File: src/rtl/alu_seq_if.sv
// Request/response bundle between the control unit and the sequential ALU.
// The control unit is the master. The ALU is the slave.
interface alu_seq_if #(
   parameter int WIDTH = 8
);
   logic             start;
   logic [2:0]       select;
   logic [WIDTH-1:0] reg_a;
   logic [WIDTH-1:0] reg_b;
   logic             ready;
   logic             done;
   logic [WIDTH-1:0] out;
   logic [WIDTH-1:0] out_hi;
   logic             zero_flag;
   logic             carrier_flag;
   logic             negative_flag;
   logic             overflow_flag;

   modport master (
      output start, select, reg_a, reg_b,
      input  ready, done, out, out_hi,
      input  zero_flag, carrier_flag, negative_flag, overflow_flag
   );

   modport slave (
      input  start, select, reg_a, reg_b,
      output ready, done, out, out_hi,
      output zero_flag, carrier_flag, negative_flag, overflow_flag
   );
endinterface

File: src/rtl/alu_seq.sv
// Multi-cycle ALU with an IDLE/RUN/DONE handshake.
// Single-step ops finish in one cycle. MUL, DIV and MOD iterate WIDTH times.
module alu_seq #(
   parameter int WIDTH = 8
) (
   input  logic      clk,
   input  logic      reset,
   alu_seq_if.slave  bus
);
   localparam int CW  = $clog2(WIDTH + 1);
   localparam int MSB = WIDTH - 1;

   localparam logic [2:0] OP_ADD = 3'd0;
   localparam logic [2:0] OP_SUB = 3'd1;
   localparam logic [2:0] OP_MUL = 3'd2;
   localparam logic [2:0] OP_DIV = 3'd3;
   localparam logic [2:0] OP_MOD = 3'd4;
   localparam logic [2:0] OP_AND = 3'd5;
   localparam logic [2:0] OP_OR  = 3'd6;
   localparam logic [2:0] OP_XOR = 3'd7;

   typedef enum logic [1:0] {IDLE, RUN, DONE} state_t;

   state_t           state_reg;
   logic [CW-1:0]    cnt_reg;
   logic [2:0]       op_reg;
   logic [WIDTH-1:0] b_reg;
   logic [WIDTH-1:0] hi_reg;
   logic [WIDTH-1:0] lo_reg;
   logic [WIDTH-1:0] out_reg;
   logic [WIDTH-1:0] out_hi_reg;
   logic             zero_reg;
   logic             carry_reg;
   logic             neg_reg;
   logic             ovf_reg;
   logic             done_reg;

   // Single-step results, computed straight from the bus operands.
   logic [WIDTH:0]   add_sum;
   logic [WIDTH:0]   sub_diff;
   logic [WIDTH-1:0] fast_res;
   logic             fast_c;
   logic             fast_v;
   logic             is_multi;

   always_comb begin
      add_sum  = {1'b0, bus.reg_a} + {1'b0, bus.reg_b};
      sub_diff = {1'b0, bus.reg_a} - {1'b0, bus.reg_b};
      fast_res = '0;
      fast_c   = 1'b0;
      fast_v   = 1'b0;
      case (bus.select)
         OP_ADD: begin
            fast_res = add_sum[WIDTH-1:0];
            fast_c   = add_sum[WIDTH];
            fast_v   = (bus.reg_a[MSB] == bus.reg_b[MSB]) && (fast_res[MSB] != bus.reg_a[MSB]);
         end
         OP_SUB: begin
            fast_res = sub_diff[WIDTH-1:0];
            fast_c   = sub_diff[WIDTH];
            fast_v   = (bus.reg_a[MSB] != bus.reg_b[MSB]) && (fast_res[MSB] != bus.reg_a[MSB]);
         end
         OP_AND:  fast_res = bus.reg_a & bus.reg_b;
         OP_OR:   fast_res = bus.reg_a | bus.reg_b;
         OP_XOR:  fast_res = bus.reg_a ^ bus.reg_b;
         default: fast_res = '0;
      endcase
      is_multi = (bus.select == OP_MUL) || (bus.select == OP_DIV) || (bus.select == OP_MOD);
   end

   // One iteration step.
   // MUL is shift-add on {hi,lo}, with the multiplier held in lo.
   // DIV/MOD is restoring division: the remainder is in hi and the quotient
   // shifts into lo.
   logic [WIDTH:0]   mul_sum;
   logic [WIDTH:0]   div_trial;
   logic             div_ok;
   logic [WIDTH-1:0] div_rem;
   logic [WIDTH-1:0] step_hi;
   logic [WIDTH-1:0] step_lo;
   logic [WIDTH-1:0] fin_out;
   logic [WIDTH-1:0] fin_hi;
   logic             fin_c;

   always_comb begin
      mul_sum   = {1'b0, hi_reg} + (lo_reg[0] ? {1'b0, b_reg} : '0);
      div_trial = {hi_reg, lo_reg[MSB]};
      div_ok    = (div_trial >= {1'b0, b_reg});
      div_rem   = div_trial[WIDTH-1:0] - b_reg;
      if (op_reg == OP_MUL) begin
         step_hi = mul_sum[WIDTH:1];
         step_lo = {mul_sum[0], lo_reg[WIDTH-1:1]};
      end else begin
         step_hi = div_ok ? div_rem : div_trial[WIDTH-1:0];
         step_lo = {lo_reg[WIDTH-2:0], div_ok};
      end
      // With a zero divisor every trial succeeds.
      // The quotient becomes all ones and the remainder becomes A.
      case (op_reg)
         OP_MUL: begin
            fin_out = step_lo;
            fin_hi  = step_hi;
            fin_c   = |step_hi;
         end
         OP_DIV: begin
            fin_out = step_lo;
            fin_hi  = step_hi;
            fin_c   = (b_reg == '0);
         end
         default: begin
            fin_out = step_hi;
            fin_hi  = step_hi;
            fin_c   = (b_reg == '0);
         end
      endcase
   end

   always_ff @(posedge clk or posedge reset) begin
      if (reset) begin
         state_reg  <= IDLE;
         cnt_reg    <= '0;
         op_reg     <= '0;
         b_reg      <= '0;
         hi_reg     <= '0;
         lo_reg     <= '0;
         out_reg    <= '0;
         out_hi_reg <= '0;
         zero_reg   <= 1'b0;
         carry_reg  <= 1'b0;
         neg_reg    <= 1'b0;
         ovf_reg    <= 1'b0;
         done_reg   <= 1'b0;
      end else begin
         done_reg <= 1'b0;
         case (state_reg)
            IDLE: begin
               if (bus.start) begin
                  op_reg <= bus.select;
                  b_reg  <= bus.reg_b;
                  if (is_multi) begin
                     hi_reg    <= '0;
                     lo_reg    <= bus.reg_a;
                     cnt_reg   <= CW'(WIDTH);
                     state_reg <= RUN;
                  end else begin
                     out_reg    <= fast_res;
                     out_hi_reg <= '0;
                     zero_reg   <= (fast_res == '0);
                     carry_reg  <= fast_c;
                     neg_reg    <= fast_res[MSB];
                     ovf_reg    <= fast_v;
                     done_reg   <= 1'b1;
                     state_reg  <= DONE;
                  end
               end
            end
            RUN: begin
               hi_reg  <= step_hi;
               lo_reg  <= step_lo;
               cnt_reg <= cnt_reg - CW'(1);
               if (cnt_reg == CW'(1)) begin
                  out_reg    <= fin_out;
                  out_hi_reg <= fin_hi;
                  zero_reg   <= (fin_out == '0);
                  carry_reg  <= fin_c;
                  neg_reg    <= fin_out[MSB];
                  ovf_reg    <= 1'b0;
                  done_reg   <= 1'b1;
                  state_reg  <= DONE;
               end
            end
            DONE:    state_reg <= IDLE;
            default: state_reg <= IDLE;
         endcase
      end
   end

   assign bus.ready         = (state_reg == IDLE);
   assign bus.done          = done_reg;
   assign bus.out           = out_reg;
   assign bus.out_hi        = out_hi_reg;
   assign bus.zero_flag     = zero_reg;
   assign bus.carrier_flag  = carry_reg;
   assign bus.negative_flag = neg_reg;
   assign bus.overflow_flag = ovf_reg;
endmodule

File: src/flat_wrapper.sv
// flat-port wrapper written by rule: the top's interface ports become plain ports
module alu_seq_flat 
#(
   parameter int WIDTH = 8
)
  (clk, reset, bus_start, bus_select, bus_reg_a, bus_reg_b, bus_ready, bus_done, bus_out, bus_out_hi, bus_zero_flag, bus_carrier_flag, bus_negative_flag, bus_overflow_flag);
  alu_seq_if #(.WIDTH(WIDTH)) bus_i ();
  input  logic clk;
  input  logic reset;
  input wire logic [$bits(bus_i.start)-1:0] bus_start;
  input wire logic [$bits(bus_i.select)-1:0] bus_select;
  input wire logic [$bits(bus_i.reg_a)-1:0] bus_reg_a;
  input wire logic [$bits(bus_i.reg_b)-1:0] bus_reg_b;
  output wire logic [$bits(bus_i.ready)-1:0] bus_ready;
  output wire logic [$bits(bus_i.done)-1:0] bus_done;
  output wire logic [$bits(bus_i.out)-1:0] bus_out;
  output wire logic [$bits(bus_i.out_hi)-1:0] bus_out_hi;
  output wire logic [$bits(bus_i.zero_flag)-1:0] bus_zero_flag;
  output wire logic [$bits(bus_i.carrier_flag)-1:0] bus_carrier_flag;
  output wire logic [$bits(bus_i.negative_flag)-1:0] bus_negative_flag;
  output wire logic [$bits(bus_i.overflow_flag)-1:0] bus_overflow_flag;
  assign bus_i.start = bus_start;
  assign bus_i.select = bus_select;
  assign bus_i.reg_a = bus_reg_a;
  assign bus_i.reg_b = bus_reg_b;
  assign bus_ready = bus_i.ready;
  assign bus_done = bus_i.done;
  assign bus_out = bus_i.out;
  assign bus_out_hi = bus_i.out_hi;
  assign bus_zero_flag = bus_i.zero_flag;
  assign bus_carrier_flag = bus_i.carrier_flag;
  assign bus_negative_flag = bus_i.negative_flag;
  assign bus_overflow_flag = bus_i.overflow_flag;
  alu_seq #(.WIDTH(WIDTH)) u_core (.clk(clk), .reset(reset), .bus(bus_i));
endmodule
File: config.mk
export PLATFORM = sky130hd
export DESIGN_NAME = alu_seq_flat
export DESIGN_NICKNAME = d
export VERILOG_FILES = /design/src/rtl/alu_seq_if.sv /design/src/rtl/alu_seq.sv /design/src/flat_wrapper.sv
export SDC_FILE = /design/constraint.sdc
export NUM_CORES = 1
export LEC_CHECK = 0
export CAP_MARGIN = 10
export CORE_UTILIZATION = 50
export CTS_BUF_LIST = sky130_fd_sc_hd__clkbuf_8
export DETAILED_ROUTE_END_ITERATION = 10
export HOLD_SLACK_MARGIN = 0.02
export PLACE_DENSITY_LB_ADDON = 0.12
export SLEW_MARGIN = 40
export SYNTH_ARGS = -nofsm -noshare
export SYNTH_HDL_FRONTEND = slang
export SYNTH_SLANG_ARGS = --single-unit
File: constraint.sdc
create_clock -name clk -period 2.7 [get_ports clk]
set_input_delay 0.54 -clock clk [delete_from_list [all_inputs] [get_ports clk]]
set_output_delay 0.54 -clock clk [all_outputs]
set_load 0.01 [all_outputs]
### Yosys cells after proc, flatten, opt, wreduce, memory -nomap -nowiden

Index checks and enable logic that the tools add are counted.

* order comparisons: 1
* muxes and demuxes: 50
* reduce and logical (&&, ||, !) cells: 16
* multiply operators: 0
* div/mod/pow operators: 0
* shifts and indexed selects: 0
* add/subtract/negate cells: 5
* eq/ne operators: 19
* bitwise operators: 3

Operators by type and width (number)
* 8-bit 2-to-1 mux: 15
* 8-bit one-hot mux with 2 select lines: 4
* 8-bit one-hot mux with 5 select lines: 1
* 8-bit zero test: 3
* 1-bit 2-to-1 mux: 16
* 1-bit one-hot mux with 2 select lines: 7
* 3-bit by 2-bit == test with 1-bit output (second input constant): 4
* 3-bit == test (second input constant): 4
* 8-bit by 8-bit adder with 9-bit output: 1
* 8-bit by 9-bit adder with 9-bit output: 1
* 9-bit by 8-bit greater-or-equal comparator with 1-bit output: 1
* 8-bit by 8-bit subtractor with 9-bit output: 1
* 8-bit AND: 1
* 4-bit 2-to-1 mux: 2
* 8-bit OR: 1
* 4-bit one-hot mux with 2 select lines: 1
* 8-bit OR reduction: 1
* 8-bit subtractor: 1
* 8-bit bitwise XOR: 1
* 2-bit 2-to-1 mux: 3
* 4-bit by 1-bit == test with 1-bit output (second input constant): 1
* 2-bit by 1-bit inequality test with 1-bit output (second input constant): 2
* 2-bit inequality test (second input constant): 2
* 2-bit one-hot mux with 2 select lines: 1
* 14 further kinds: 19

* input bits: 22
* ROM bits: 0
* bits in latches: 0
* logic and storage cells: 107
* memories: 0
* flip-flop bits (word level): 54
* bits in writable memories: 0
* output and inout bits: 22

### Longest topological paths before layout

Gate-level depths: netlist of the first run.

* word-level depth: 7
* gate-level depth with buffers: 11
* mapped depth without buffers: 11

### Worst setup path before layout of the first run

OpenSTA, ideal clock, no wires.

* path kind: input to register
* start: in bus_reg_a[0]
* end: reg u_core.out_reg[6] (netlist: u_core.bus.out[6])
* stages on the path: 10
* path buffers: 0
* setup slack: -67 ps
* required time: 2574 ps
* arrival time: 2641 ps
* setup time: 126 ps
* cell sequence: inv_1 > ha_1 > fa_1 > o21bai_1 > a21oi_2 > o31ai_1 > mux2_2 > a2111oi_1 > mux2_2 > a21oi_1

* word-level cells in the longest chain between the ends: 5
* elaborated cells on any way between the ends: 6
* classes of those cells: add/sub (2); mux (4)

Ends and longest elaborated chain
* start: declaration: line flat_wrapper.sv:12 `input wire logic [$bits(bus_i.reg_a)-1:0] bus_reg_a;`
* 8-bit by 8-bit subtractor with 9-bit output or 8-bit by 8-bit adder with 9-bit output (tied branches): line alu_seq.sv:48, alu_seq.sv:47
* 8-bit one-hot mux with 5 select lines *: line alu_seq.sv:52 `case (bus.select)`
* 8-bit 2-to-1 mux *: line alu_seq.sv:140 `if (is_multi) begin`
* 8-bit 2-to-1 mux *: line alu_seq.sv:137 `if (bus.start) begin`
* 8-bit one-hot mux with 2 select lines *: line alu_seq.sv:135 `case (state_reg)`
* end signal: assignment: line alu_seq.sv:146 `out_reg <= fast_res;`
* end signal: assignment: line alu_seq.sv:162 `out_reg <= fin_out;`
* end: declaration: line alu_seq.sv:30 `logic [WIDTH-1:0] out_reg;`

Every way passes the cells marked *; elsewhere a longest branch is shown, timed or not. The select of a mux whose other input is x is not followed.
A chain may end at the register's enable or synchronous reset.

### Worst setup path after layout of the first run

* start: reg u_core.lo_reg[7]
* end: reg u_core.out_reg[6] (netlist: u_core.bus.out[6])

* word-level cells in the longest chain between the ends: 6
* elaborated cells on any way between the ends: 8
* classes of those cells: add/sub (1); order compare (1); mux (6)

Ends and longest elaborated chain
* start: declaration: line alu_seq.sv:29 `logic [WIDTH-1:0] lo_reg;`
* start signal: assignment: line alu_seq.sv:142 `lo_reg <= bus.reg_a;`
* start signal: assignment: line alu_seq.sv:159 `lo_reg <= step_lo;`
* 8-bit subtractor or 9-bit by 8-bit greater-or-equal comparator with 1-bit output (tied branches): line alu_seq.sv:89, alu_seq.sv:88
* 8-bit 2-to-1 mux: line alu_seq.sv:94 `step_hi = div_ok ? div_rem : div_trial[WIDTH-1:0];`
* 8-bit 2-to-1 mux: line alu_seq.sv:90 `if (op_reg == OP_MUL) begin`
* 8-bit 2-to-1 mux *: line alu_seq.sv:99 `case (op_reg)`
* 8-bit 2-to-1 mux *: line alu_seq.sv:161 `if (cnt_reg == CW'(1)) begin`
* 8-bit one-hot mux with 2 select lines *: line alu_seq.sv:135

Marks and branches as above.

==> summary by stage, run 1 <==
Clocking
The number of buffers on the longest clock path is 2. The number of clock buffers added by TritonCTS is 5. The clock tree from TritonCTS is built. The clock root buffer is sky130_fd_sc_hd__clkbuf_8.

For this design, the CTS-stage hold fixing added 0 buffers. The clock insertion delay at the later pin of the skew report is between 0.3 and 0.4 ns. The number of clock sinks seen by CTS is 53. The number of H-tree levels is 2. The clock input transition at the sequential cells of the worst setup and hold paths is about 0.11 ns.

Floorplan
In this run the standard cell core region covers around 9200 sq um. For this configuration, the core starts out at a cell density of 0.515. In this run the count of I/O pins placed on the die edge is between 40 and 50.

The floorplan step defined a die boundary enclosing between 9000 and 10000 sq um. The floorplan has 35 rows. The floorplan die height is about 100 um. The width of the die is between 90 and 100 um.

Power and ir drop
The analysis attributes to cell leakage a power of between 3 and 4 nW. Of the total power, combinational logic draws 0.723. The power share of the clock group is 0.069. The maximum vdd ir drop is roughly 0.83 mV.

Cell internal power was estimated by the tool at about 3.6 mW. Dividing total power by cell area gives a power density of 1080 nW/um^2. The power after layout is about 6.9 mW.

Of the total power, the share spent switching nets is 0.479. The analysis attributes to net switching a power of between 3 and 4 mW. The part of the total power dissipated in sequential elements is 0.209.

STA
Of the available clock period, the critical path in the final layout requires 0.999. For the pin with the worst max-slew slack, the measured transition is between 0.7 and 0.8 ns. The hold violation count in the final report is 0. The final-report max-slew violation count came to 0. Setup violations remaining at the end of the flow were counted as 0. The worst slew slack as a fraction of its limit is 0.531. The post-layout minimum cycle time is 2.70 ns. The achievable clock frequency is 371 MHz. Setup repair after global routing could not meet its margin everywhere. On the final layout, the worst hold slack is 0.487 ns. For the final routed database, the setup TNS stands at 0 ns. The clock arrives with roughly 0.0075 ns of skew.

Synth
During synthesis, Yosys emitted a total of 0 warnings. Yosys mapped a number of flops with a built-in enable equal to 0. The share of synthesized area occupied by flip-flops and latches is 0.279. After synthesis, the share of flip-flops with an asynchronous set or reset is 1.00.

Of the total synthesized cell area, the portion taken by full adders, half adders and majority gates is 0.127. After synthesis, the netlist uses 76 different library cells. After technology mapping, the gate count stands at about 570. In this run the mean area of a mapped cell was between 8 and 9 sq um. The synthesized cell area is 4750 sq um. The area fraction in compound gates after synthesis was 0.267.

The dominant combinational cell family by area after synthesis is compound AO/OA/AOI/OAI gates. The xor/xnor cell area share of the yosys netlist is 0.0221. Of the post-synthesis cell area, the part taken by muxes is 0.0608. Of the total synthesized cell area, the portion taken by AND, OR, NAND and NOR gates is 0.181.

In this run, synthesis produced a sequential element count of 53. The main flop type after synthesis is sky130_fd_sc_hd__dfrtp_1. The post-synth net total is about 630.

Finish
In the layout the commonest cells are 104 x sky130_fd_sc_hd__buf_4, 57 x sky130_fd_sc_hd__nand2_1, 53 x sky130_fd_sc_hd__dfrtp_1, 38 x sky130_fd_sc_hd__nor2_1. Compared with the post-synthesis result, the final layout area differs by 34.7%. Measured on the finished design, the core utilization comes to 0.693. The area taken by multi-input logic gates is 3420 sq um. The final-stage net count is 760. In the final layout, flip-flops and latches occupy 1330 sq um. The number of diodes is 0. In the final layout, the share of cells above drive strength 1 is 0.280. The number of filler cells placed in the layout is around 770. Leaving out fill and tap cells, the most frequent cell in the layout is sky130_fd_sc_hd__buf_4.

GRT
The largest net degree at the start of global routing is 30. The via count of the first global-routing pass came to 4710. Across every metal layer, demand over resource in global routing totals 0.313. Global routing finished with a remaining overflow of 0. The number of antenna violations at the first check in global routing is 0.

The first-pass GRT wire length is between 20000 and 25000 um.

Setup path
STA puts the critical path data arrival time at roughly 3 ns. The critical path class is flop to flop. STA classifies the critical path endpoint as a flop. In this run the worst path has a maximum fanout of 3. In this run the worst setup path begins at u_core.lo_reg[7]$_DFFE_PP0P_. The launching point of the worst reg2reg path is u_core.lo_reg[7]$_DFFE_PP0P_. Counting cells, the worst reg-to-reg path comes to 13. The endpoint of the most critical register-to-register path is u_core.bus.out[6]$_DFFE_PP0P_. Setup slack on the worst reg-to-reg path comes out at around 0.0029 ns. The kind of launch point of the worst setup path is a flop. For the worst setup path, the data required time is 2.94 ns.

Place
In this run the tool buffered the top-level ports with 43 buffer cells. The HPWL after detailed placement is around 12000 um. The final RePlAce weighted congestion is between 0.9 and 1.

Hold path
The worst min-delay path class is flop to flop. The hold path startpoint is u_core.bus.out[4]$_DFFE_PP0P_. The end point of the most critical hold path is u_core.bus.out[4]$_DFFE_PP0P_. Counting instances, the worst hold path has a depth of 1.

Route
The via count is 4841. The residual DRC count is 0. The number of violations reported at the end of detailed-routing iteration 0 is 379. The number of detailed-routing iterations run before antenna repair is 5.

The count of nets left with antenna violations once routing finished came out at 0. After detailed routing, the number of vias per cell comes to between 5 and 6. The average routed wire per standard cell is roughly 18 um. Wires add up to 15100 um.

Status
The run finished with clean final reports.

Job
The number of maximum-capacitance violations is 0.
-- cell families (layout without fill, tap and decap cells) --
kind of cell,count (synthesis),in the layout
compound gates,182,182
simple gates,173,173
buf+inv,73,200
flops,53,53
fa+ha+maj,46,46
mux,27,27
xor+xnor,12,12
-- worst max-delay path by stage --
stage	end	slack (ns)	cells after the start
2_1_floorplan	u_core.bus.out[6]$_DFFE_PP0P_	0.05	10
3_3_place_gp	u_core.bus.out[6]$_DFFE_PP0P_	-0.61	11
3_5_place_dp	u_core.bus.out[6]$_DFFE_PP0P_	-0.65	11
4_1_cts	u_core.bus.carrier_flag$_DFFE_PP0P_	-0.003	12
5_1_grt	u_core.bus.carrier_flag$_DFFE_PP0P_	-0.09	11
6_report	u_core.bus.out[6]$_DFFE_PP0P_	0.003	13
-- per-stage QoR --
step	setup WS, ns	area, sq um	cells
2_1_floorplan	0.0493	4760	566
3_3_place_gp	-0.606	6010	812
3_5_place_dp	-0.651	6010	812
4_1_cts	-0.00321	6280	821
5_1_grt	-0.0931	6400	822
6_report	0.00292	6400	822
-- layer usage --
layer,GRT usage,up-vias,wire length (um)
li1,-,2297,-
met3,0.0302,44,882
met1,0.399,2278,6270
met5,0,-,0
met2,0.545,222,7380
met4,0.129,0,555
-- power groups by stage --
stage | clock network [mW] | registers, mW | logic [mW]
finish | 0.475 | 1.44 | 5.01
floorplan | 0 | 1.44 | 2.85
CTS | 0.485 | 1.44 | 4.77
global route | 0.512 | 1.48 | 5.40
detailed placement | 0 | 1.44 | 4.65
global placement | 0 | 1.43 | 4.57
-- critical path, cell delays in order (launching register included) --
cell and delay, ns:
sky130_fd_sc_hd__dfrtp_1 0.40, sky130_fd_sc_hd__inv_2 0.10, sky130_fd_sc_hd__ha_2 0.20, sky130_fd_sc_hd__inv_1 0.05
sky130_fd_sc_hd__fa_2 0.37, sky130_fd_sc_hd__a211oi_4 0.24, sky130_fd_sc_hd__buf_4 0.16, sky130_fd_sc_hd__o211a_1 0.16
sky130_fd_sc_hd__nor3_2 0.07, sky130_fd_sc_hd__a211oi_2 0.23, sky130_fd_sc_hd__a311oi_2 0.08, sky130_fd_sc_hd__buf_4 0.15
sky130_fd_sc_hd__mux2_4 0.26, sky130_fd_sc_hd__a21oi_1 0.16
-- layout make-up --
type                       instances  area share
multi-input combinational        440       0.533
sequential                        53       0.207
timing repair buffer             148       0.194
inverter                          44      0.0258
tap                              129      0.0252
clock buffer                       5      0.0107
clock inverter                     3     0.00352
-- synth_stat cells, drive strengths merged (5+ instances only) --
| cell type | instances | area share |
|---|---|---|
| o21ai | 42 | 0.044 |
| nor3 | 10 | 0.011 |
| mux2i | 12 | 0.025 |
| dfrtp | 53 | 0.28 |
| nand2 | 58 | 0.046 |
| inv | 44 | 0.035 |
| and2 | 12 | 0.016 |
| a21oi | 40 | 0.043 |
| buf | 14 | 0.016 |
| o31ai | 10 | 0.019 |
| nand3 | 7 | 0.0074 |
| o211ai | 9 | 0.014 |
| nand4 | 6 | 0.0079 |
| mux2 | 15 | 0.036 |
| nor2b | 5 | 0.0066 |
| clkbuf | 15 | 0.012 |
| xnor2 | 10 | 0.018 |
| nand2b | 9 | 0.012 |
| nor2 | 42 | 0.036 |
| a211oi | 9 | 0.015 |
| and3 | 7 | 0.011 |
| a21o | 16 | 0.025 |
| a31oi | 7 | 0.0092 |
| a22oi | 5 | 0.0089 |
| ha | 42 | 0.11 |
-- repair_timing --
item                       4_1_cts  5_1_grt
pin swaps                       12       12
resized for setup               32       35
gates cloned                     0        0
buffers inserted                 1        1
setup endpoints to repair        7       14
No activity file was read; power rests on OpenSTA's default activity.
==> run 2: changes to the inputs <==
Settings changed: CORE_UTILIZATION 50 to 40, GPL_TIMING_DRIVEN set to 0.
==> run 2 against run 1 <==
The flow now finishes with violations (DRC). Global-route usage fell by 6.0 points. Total power decreased by 2.3%. Critical path depth decreased by 2. Hold slack better by 0.0051 ns. Register-to-register slack is essentially flat. Largest cell class unchanged. Flip-flop and latch count unchanged. Clock skew grew 0.0095 ns. Setup slack worse by 0.00065 ns.
==> summary by stage, run 2 (synthesis results as in run 1) <==
Job
The number of maximum-capacitance violations is 0 (unchanged).

Finish
The fraction of layout instances using a drive strength above 1 is 0.203 (-0.0774). The area taken by multi-input logic gates is 3400 sq um (-0.33%). The commonest non-fill, non-tap cell in the layout is sky130_fd_sc_hd__nand2_1.

The final cell area excluding filler cells is 5850 sq um (-8.7%). In the layout the commonest cells are 57 x sky130_fd_sc_hd__nand2_1, 48 x sky130_fd_sc_hd__dfrtp_1, 40 x sky130_fd_sc_hd__inv_1, 38 x sky130_fd_sc_hd__nor2_1, 37 x sky130_fd_sc_hd__a21oi_1. The number of filler cells placed in the layout was 1129 (+47%).

The final-stage net count is 699 (-8.0%). The number of diodes was 0 (unchanged). The growth of design area from synthesis to finish is 23.0%. The total area of sequential cells is 1330 sq um (+0.47%).

Setup path
STA classifies the critical path startpoint as a flop. The critical path capture point type is a flop. The data required time of the worst path is 2.92 ns (-0.02 ns). The data arrival at the endpoint of the critical path is 2.91 ns (-0.03 ns).

The critical path class is flop to flop. The number of cells traversed by the worst register-to-register path is 11 (-2). The slowest stage cell on the critical path is sky130_fd_sc_hd__dfrtp_1. The maximum cell stage delay along the critical path is 0.42 ns (+0.02 ns).

The worst-case register-to-register setup slack came to 0.002 ns (about the same). The buffering stage count on the worst path with inverters included is 2 (-2). The critical path's top delay family is compound AO/OA/AOI/OAI gates. In this run the critical register-to-register path is launched from u_core.lo_reg[7]$_DFFE_PP0P_. The worst register-to-register path ends at u_core.bus.out[6]$_DFFE_PP0P_. The largest fanout on the critical path is 4 (+1). The critical path goes through inv_2 -> ha_2 -> inv_1 -> fa_2 -> a211oi_4 -> nor4b_2 -> nor3_2 -> a211oi_2 -> a311oi_2 -> mux2_4 -> a21oi_1. The start point of the critical path is u_core.lo_reg[7]$_DFFE_PP0P_. The critical path capture point is u_core.bus.out[6]$_DFFE_PP0P_. The instance count on the critical path came to 11 (-2).

Power and ir drop
The power after layout is 6.77 mW (-2.3%). The maximum vdd ir drop was 0.620 mV (-26%). The areal power density over the cells is 1160 nW/um^2 (+7.0%). The leakage power total is 2.60 nW (-13%).

Clocking
The clock buffer count from CTS is 5 (unchanged). The clock insertion delay at the later pin of the skew report is 0.32 ns (about the same). CTS placed an instance of sky130_fd_sc_hd__clkbuf_8 at the clock tree root. TritonCTS built the clock tree. The number of hold-repair buffers added at the cts stage is 0 (unchanged). The number of clock sinks seen by CTS came to 53 (unchanged). The number of H-tree levels is 2 (unchanged). The clock input transition at the sequential cells of the worst setup and hold paths came to 0.11 ns (about the same). The number of buffers on the longest clock path was 2 (unchanged).

Route
The post-route met1 wirelength is 6630 um (+5.8%). The routed length on met3 was 853 um (-3.3%). The residual DRC count is 4 (+4). The via count is 4584 (-5.3%). The final routed wirelength across all metal layers is 15400 um (+2.4%).

The per-cell via count in the routed design was 5.91 (+0.43%). The total met2 wirelength after detailed routing came to 7610 um (+3.1%). The number of detailed-routing iterations run before antenna repair is 8 (+3). The detailed router used layers up to and including met4. The residual antenna-violating net count after detailed routing came to 0 (unchanged). The average routed wire per standard cell was 19.9 um (+8.6%).

The number of violations reported at the end of detailed-routing iteration 0 is 325 (-14%).

Place
The HPWL after detailed placement is 11900 um (+2.9%). The cell area after placement was 5380 sq um (-11%). The number of port buffers is 41 (-4.7%). The final RePlAce weighted congestion is 0.934 (-4.4%). The setup slack after placement came to -0.854 ns (-0.203 ns).

STA
The post-layout minimum cycle time is 2.70 ns (+0.000646 ns). The worst-case clock skew is 0.0170 ns (+0.00949 ns). The worst slew slack as a fraction of its limit was 0.570 (+0.0393). The final critical-path share of the clock period is 0.999 (about the same). The hold violation count in the final report was 0 (unchanged). The final-report max-slew violation count is 0 (unchanged). The setup TNS after final layout is 0 ns (unchanged). The achievable clock frequency is 371 MHz (about the same). The final setup violation count is 0 (unchanged). The actual transition at the worst max-transition pin was 0.644 ns (-0.0588 ns). The worst hold slack after final layout is 0.492 ns (+0.00514 ns). Setup repair after global routing could not meet its margin everywhere. The smallest setup slack after layout is 0.00227 ns (-0.000646 ns).

Floorplan
The width of the die is 111 um (+12%). The core area was 11500 sq um (+25%). The die outline area was 12300 sq um (+24%). The placement row count is 39 (+11%).

The boundary pin count was 44 (unchanged). The starting density of the core is 0.413 (-0.102). The floorplan die height is 111 um (+12%).

Status
The flow ran to the end, but the final reports show violations. The final reports fail on DRC.

GRT
The residual overflow from global routing is 0 (unchanged). The largest net degree at the start of global routing is 39 (+30%). The via count of the first global-routing pass is 4535 (-3.7%). The overall routing resource usage is 0.254 (-0.0595). The first-pass GRT wire length is 24600 um (+1.5%).

The number of antenna violations at the first check in global routing is 0 (unchanged).

Hold path
The worst hold path belongs to the class input port to async pin.
run 2: repair_timing:
action / CTS / global route
setup endpoints to repair: 16 / 16
gates resized for setup: 43 / 48
pin swaps: 16 / 15
setup buffers: 8 / 8
run 2: how the worst min path moves through the flow:
| stage | from | end | slack [ns] | depth (start not counted) |
|---|---|---|---|---|
| 2_1_floorplan | u_core.lo_reg[4]$_DFFE_PP0P_ | u_core.lo_reg[4]$_DFFE_PP0P_ | 0.47 | 2 |
| 3_3_place_gp | u_core.bus.out[4]$_DFFE_PP0P_ | u_core.bus.out[4]$_DFFE_PP0P_ | 0.46 | 1 |
| 3_5_place_dp | u_core.bus.out[4]$_DFFE_PP0P_ | u_core.bus.out[4]$_DFFE_PP0P_ | 0.47 | 1 |
| 4_1_cts | reset | u_core.bus.carrier_flag$_DFFE_PP0P_ | 0.50 | 2 |
| 5_1_grt | reset | u_core.bus.out_hi[0]$_DFFE_PP0P_ | 0.52 | 2 |
| 6_report | reset | u_core.bus.carrier_flag$_DFFE_PP0P_ | 0.49 | 2 |
run 2: worst reg2reg max path: cells and delay by family (launching register included):
family	cells	cell delay, ns
buffers and inverters	2	0.14
adder cells (fa/ha/maj)	2	0.59
AND/OR/NAND/NOR	2	0.42
flip-flops	1	0.42
multiplexers	1	0.22
AO/OA/AOI/OAI	4	0.81
run 2: final cells by class:
| class | instances | share of cell area |
|---|---|---|
| sequential | 53 | 0.228 |
| clock buffer | 5 | 0.0118 |
| tap | 143 | 0.0306 |
| timing repair buffer | 58 | 0.0911 |
| inverter | 44 | 0.0291 |
| clock inverter | 3 | 0.00364 |
| multi-input combinational | 440 | 0.582 |
| buffer | 29 | 0.0240 |
run 2: report_power, final:
part	switching, mW	internal, mW	leakage (nW)
combinational	2.74	2.05	1.90
sequential	0.347	1.15	0.659
clock	0.294	0.185	0.0445
total	3.38	3.39	2.60
run 2: per-layer routing:
metal  up-vias  global-route usage
met1      2219               0.326
li1       2172                   -
met2       162               0.439
met4         0              0.0847
met3        31              0.0328
met5         -                   0
run 2: per-stage QoR:
step	instances	utilization
after global placement	750	0.465
after global routing	775	0.508
after CTS	767	0.490
after floorplan	566	-
after detailed placement	751	0.467
final	775	0.508
==> run 3: changes to the inputs <==
Settings changed: CAP_MARGIN 10 to not set, CORE_ASPECT_RATIO set to 2.
==> run 3 against run 2 <==
The flow now finishes without violations. Clock-buffer cell count unchanged. Register-to-register slack improved by 0.07 ns. Global-route usage increased by 1.4 points. Sequential share of layout area decreased by 0.10 points. Die area increased by 0.21%. Hold slack got worse by 0.018 ns. Maximum frequency increased by 1.9%. Largest cell class unchanged. Critical path depth unchanged. Clock power decreased by 8.1%.
==> summary by stage, run 3 (synthesis results as in run 1) <==
Floorplan
The core area is 11600 sq um (+1.0%). The placement row count is 56 (+44%). The width of the die was 79.1 um (-29%). The boundary pin count is 44 (unchanged). The starting density of the core was 0.409 (-0.00409). The floorplan die height is 156 um (+41%). The die outline area came to 12400 sq um (+0.21%).

Clocking
The clock tree from TritonCTS is built. The number of buffers on the longest clock path was 2 (unchanged). In this run the clock root is driven by a sky130_fd_sc_hd__clkbuf_8. The clock insertion delay at the later pin of the skew report is 0.32 ns (about the same). The number of clock sinks seen by CTS is 53 (unchanged).

The number of H-tree levels is 2 (unchanged). The clock input transition at the sequential cells of the worst setup and hold paths is 0.10 ns (about the same). The clock buffer count from CTS was 5 (unchanged).

STA
The post-layout minimum cycle time is 2.65 ns (-0.0515 ns). The achievable clock frequency was 378 MHz (+1.9%). The actual transition at the worst max-transition pin was 0.796 ns (+0.152 ns).

The smallest setup slack after layout is 0.0537 ns (+0.0515 ns). The worst slew slack as a fraction of its limit was 0.468 (-0.102). The setup TNS after final layout was 0 ns (unchanged). The final critical-path share of the clock period was 0.980 (-0.0191).

The final-report max-slew violation count came to 0 (unchanged). The final setup violation count is 0 (unchanged). The worst-case clock skew is 0.0135 ns (-0.00350 ns).

The hold violation count in the final report is 0 (unchanged).

Setup path
The largest fanout on the critical path is 10 (+6). The worst setup path is captured at a flop. Broken down by cell family, the worst path's largest delay share belongs to compound AO/OA/AOI/OAI gates.

The data arrival at the endpoint of the critical path is 2.86 ns (-0.05 ns). The buffering stage count on the worst path with inverters included is 3 (+1). The maximum cell stage delay along the critical path is 0.39 ns (-0.03 ns).

The critical path is of the input port to flop type. The instance count on the critical path is 11 (unchanged). Walking the worst path, the cells encountered are clkdlybuf4s15_2 -> inv_1 -> ha_4 -> buf_6 -> or3_4 -> o211a_1 -> a22oi_2 -> mux2i_1 -> o311a_1 -> a21oi_1 -> o22a_1. The endpoint identified for the worst register-to-register timing path is u_core.bus.out[6]$_DFFE_PP0P_. The slowest stage of the critical path belongs to the cell sky130_fd_sc_hd__or3_4.

The kind of launch point of the worst setup path is an input port. The worst-case register-to-register setup slack came to 0.07 ns (+0.07 ns). The data required time of the worst path is 2.92 ns (about the same).

The number of cells traversed by the worst register-to-register path is 10 (-1). The launching point of the worst reg2reg path is u_core.hi_reg[1]$_DFFE_PP0P_.

Finish
The number of filler cells placed in the layout is 1142 (+1.2%). The area taken by multi-input logic gates is 3420 sq um (+0.59%). The final core utilization is 0.504 (-0.00374). The commonest non-fill, non-tap cell in the layout is sky130_fd_sc_hd__nand2_1. The fraction of layout instances using a drive strength above 1 is 0.206 (+0.00349). The growth of design area from synthesis to finish is 23.3%. The final-stage net count is 700 (+0.14%). In the layout the commonest cells are 57 x sky130_fd_sc_hd__nand2_1, 50 x sky130_fd_sc_hd__dfrtp_1, 39 x sky130_fd_sc_hd__inv_1, 38 x sky130_fd_sc_hd__nor2_1, 37 x sky130_fd_sc_hd__a21oi_1.

The number of diodes is 0 (unchanged). The total area of sequential cells is 1330 sq um (-0.19%).

Power and ir drop
The power share of the clock group is 0.065 (-0.006). The proportion of power drawn by combinational gates came to 0.713 (+0.005). The leakage power total came to 2.58 nW (-0.73%).

The areal power density over the cells is 1160 nW/um^2 (+0.39%). The power spent charging and discharging nets is 3.37 mW (-0.49%). The internal power summed over all cells came to 3.45 mW (+1.8%). The part of the total power dissipated in sequential elements was 0.222 (about the same).

The maximum vdd ir drop is 0.640 mV (+3.3%). The fraction of power spent switching nets is 0.494 (-0.00563).

Route
The final routed wirelength across all metal layers is 16200 um (+5.0%). The number of detailed-routing iterations run before antenna repair was 5 (-3). The average routed wire per standard cell is 20.9 um (+4.8%).

The routed length on met3 is 373 um (-56%). The residual DRC count is 0 (-4). The residual antenna-violating net count after detailed routing is 0 (unchanged). The total met2 wirelength after detailed routing came to 9270 um (+22%).

The post-route met1 wirelength is 5390 um (-19%). The per-cell via count in the routed design is 5.93 (+0.18%). The number of violations reported at the end of detailed-routing iteration 0 came to 198 (-39%).

The via count came to 4598 (+0.31%). After detailed routing, no signal wire sits above met4.

Job
The number of maximum-capacitance violations is 0 (unchanged).

GRT
The largest net degree at the start of global routing is 41 (+5.1%). The via count of the first global-routing pass was 4684 (+3.3%). The residual overflow from global routing came to 0 (unchanged). The number of antenna violations at the first check in global routing is 0 (unchanged). The first-pass GRT wire length is 24800 um (+0.79%).

The overall routing resource usage was 0.268 (+0.0144).

Place
The setup slack after placement was -0.980 ns (-0.126 ns). The final RePlAce weighted congestion is 0.938 (+0.47%). The HPWL after detailed placement is 13000 um (+9.6%). The number of port buffers is 41 (unchanged).

Status
The flow ran to the end, and the final reports show no timing, DRC or antenna violations.

Hold path
The worst min-delay path class is input port to async pin.
==> run 3: changes by cell type in the layout (fill, tap and decap cells not counted), sizes merged <==
cell | before | now
clkdlybuf4s50 | 26 | 30
dlymetal6s2s | 4 | 0
buf | 32 | 34
clkbuf | 24 | 23
clkdlybuf4s15 | 4 | 3
clkinvlp | 1 | 0
dlygate4sd2 | 2 | 3
inv | 45 | 44
==> run 3: worst max path at each step <==
stage	from	end	slack (ns)
floorplan	bus_reg_a[0]	u_core.bus.out[6]$_DFFE_PP0P_	0.05
global placement	bus_reg_a[0]	u_core.bus.out[6]$_DFFE_PP0P_	-0.96
detailed placement	bus_reg_a[0]	u_core.bus.out[6]$_DFFE_PP0P_	-0.98
CTS	bus_reg_a[4]	u_core.bus.out[7]$_DFFE_PP0P_	0.007
global route	u_core.lo_reg[7]$_DFFE_PP0P_	u_core.bus.out_hi[6]$_DFFE_PP0P_	-0.03
finish	bus_reg_a[2]	u_core.bus.out[7]$_DFFE_PP0P_	0.05
==> run 3: timing repair <==
action,CTS,global route
setup endpoints to repair,16,16
setup buffers,14,3
hold buffers,0,0
pin swaps,15,14
resized for setup,52,43
==> run 3: routing by layer <==
metal	vias up	GRT usage
li1	2163	-
met1	2215	0.249
met2	154	0.529
met3	66	0.0146
met4	0	0.191
met5	-	0
==> run 3: area by class of cell <==
type | instances | share of cell area
Inverter | 44 | 0.0286
Tap cell | 145 | 0.0309
Multi-Input combinational cell | 440 | 0.584
Buffer | 29 | 0.0241
Clock buffer | 5 | 0.0117
Timing Repair Buffer | 59 | 0.0930
Clock inverter | 1 | 0.000853
Sequential cell | 53 | 0.227
==> run 3: power by group through the flow <==
stage / Clock [mW] / Combinational (mW) / Sequential (mW)
floorplan: 0 / 2.85 / 1.44
global placement: 0 / 4.10 / 1.51
detailed placement: 0 / 4.17 / 1.53
CTS: 0.450 / 4.53 / 1.50
global route: 0.463 / 5.26 / 1.55
finish: 0.440 / 4.86 / 1.52
==> run 3: through the flow <==
step	hold WS, ns	area (sq um)	std cells	power, mW
after CTS	0.479	5700	773	6.48
after global placement	0.463	5360	752	5.61
after detailed placement	0.469	5380	753	5.69
after floorplan	0.470	4760	566	4.30
after global routing	0.487	5860	776	7.27
final	0.473	5860	776	6.82
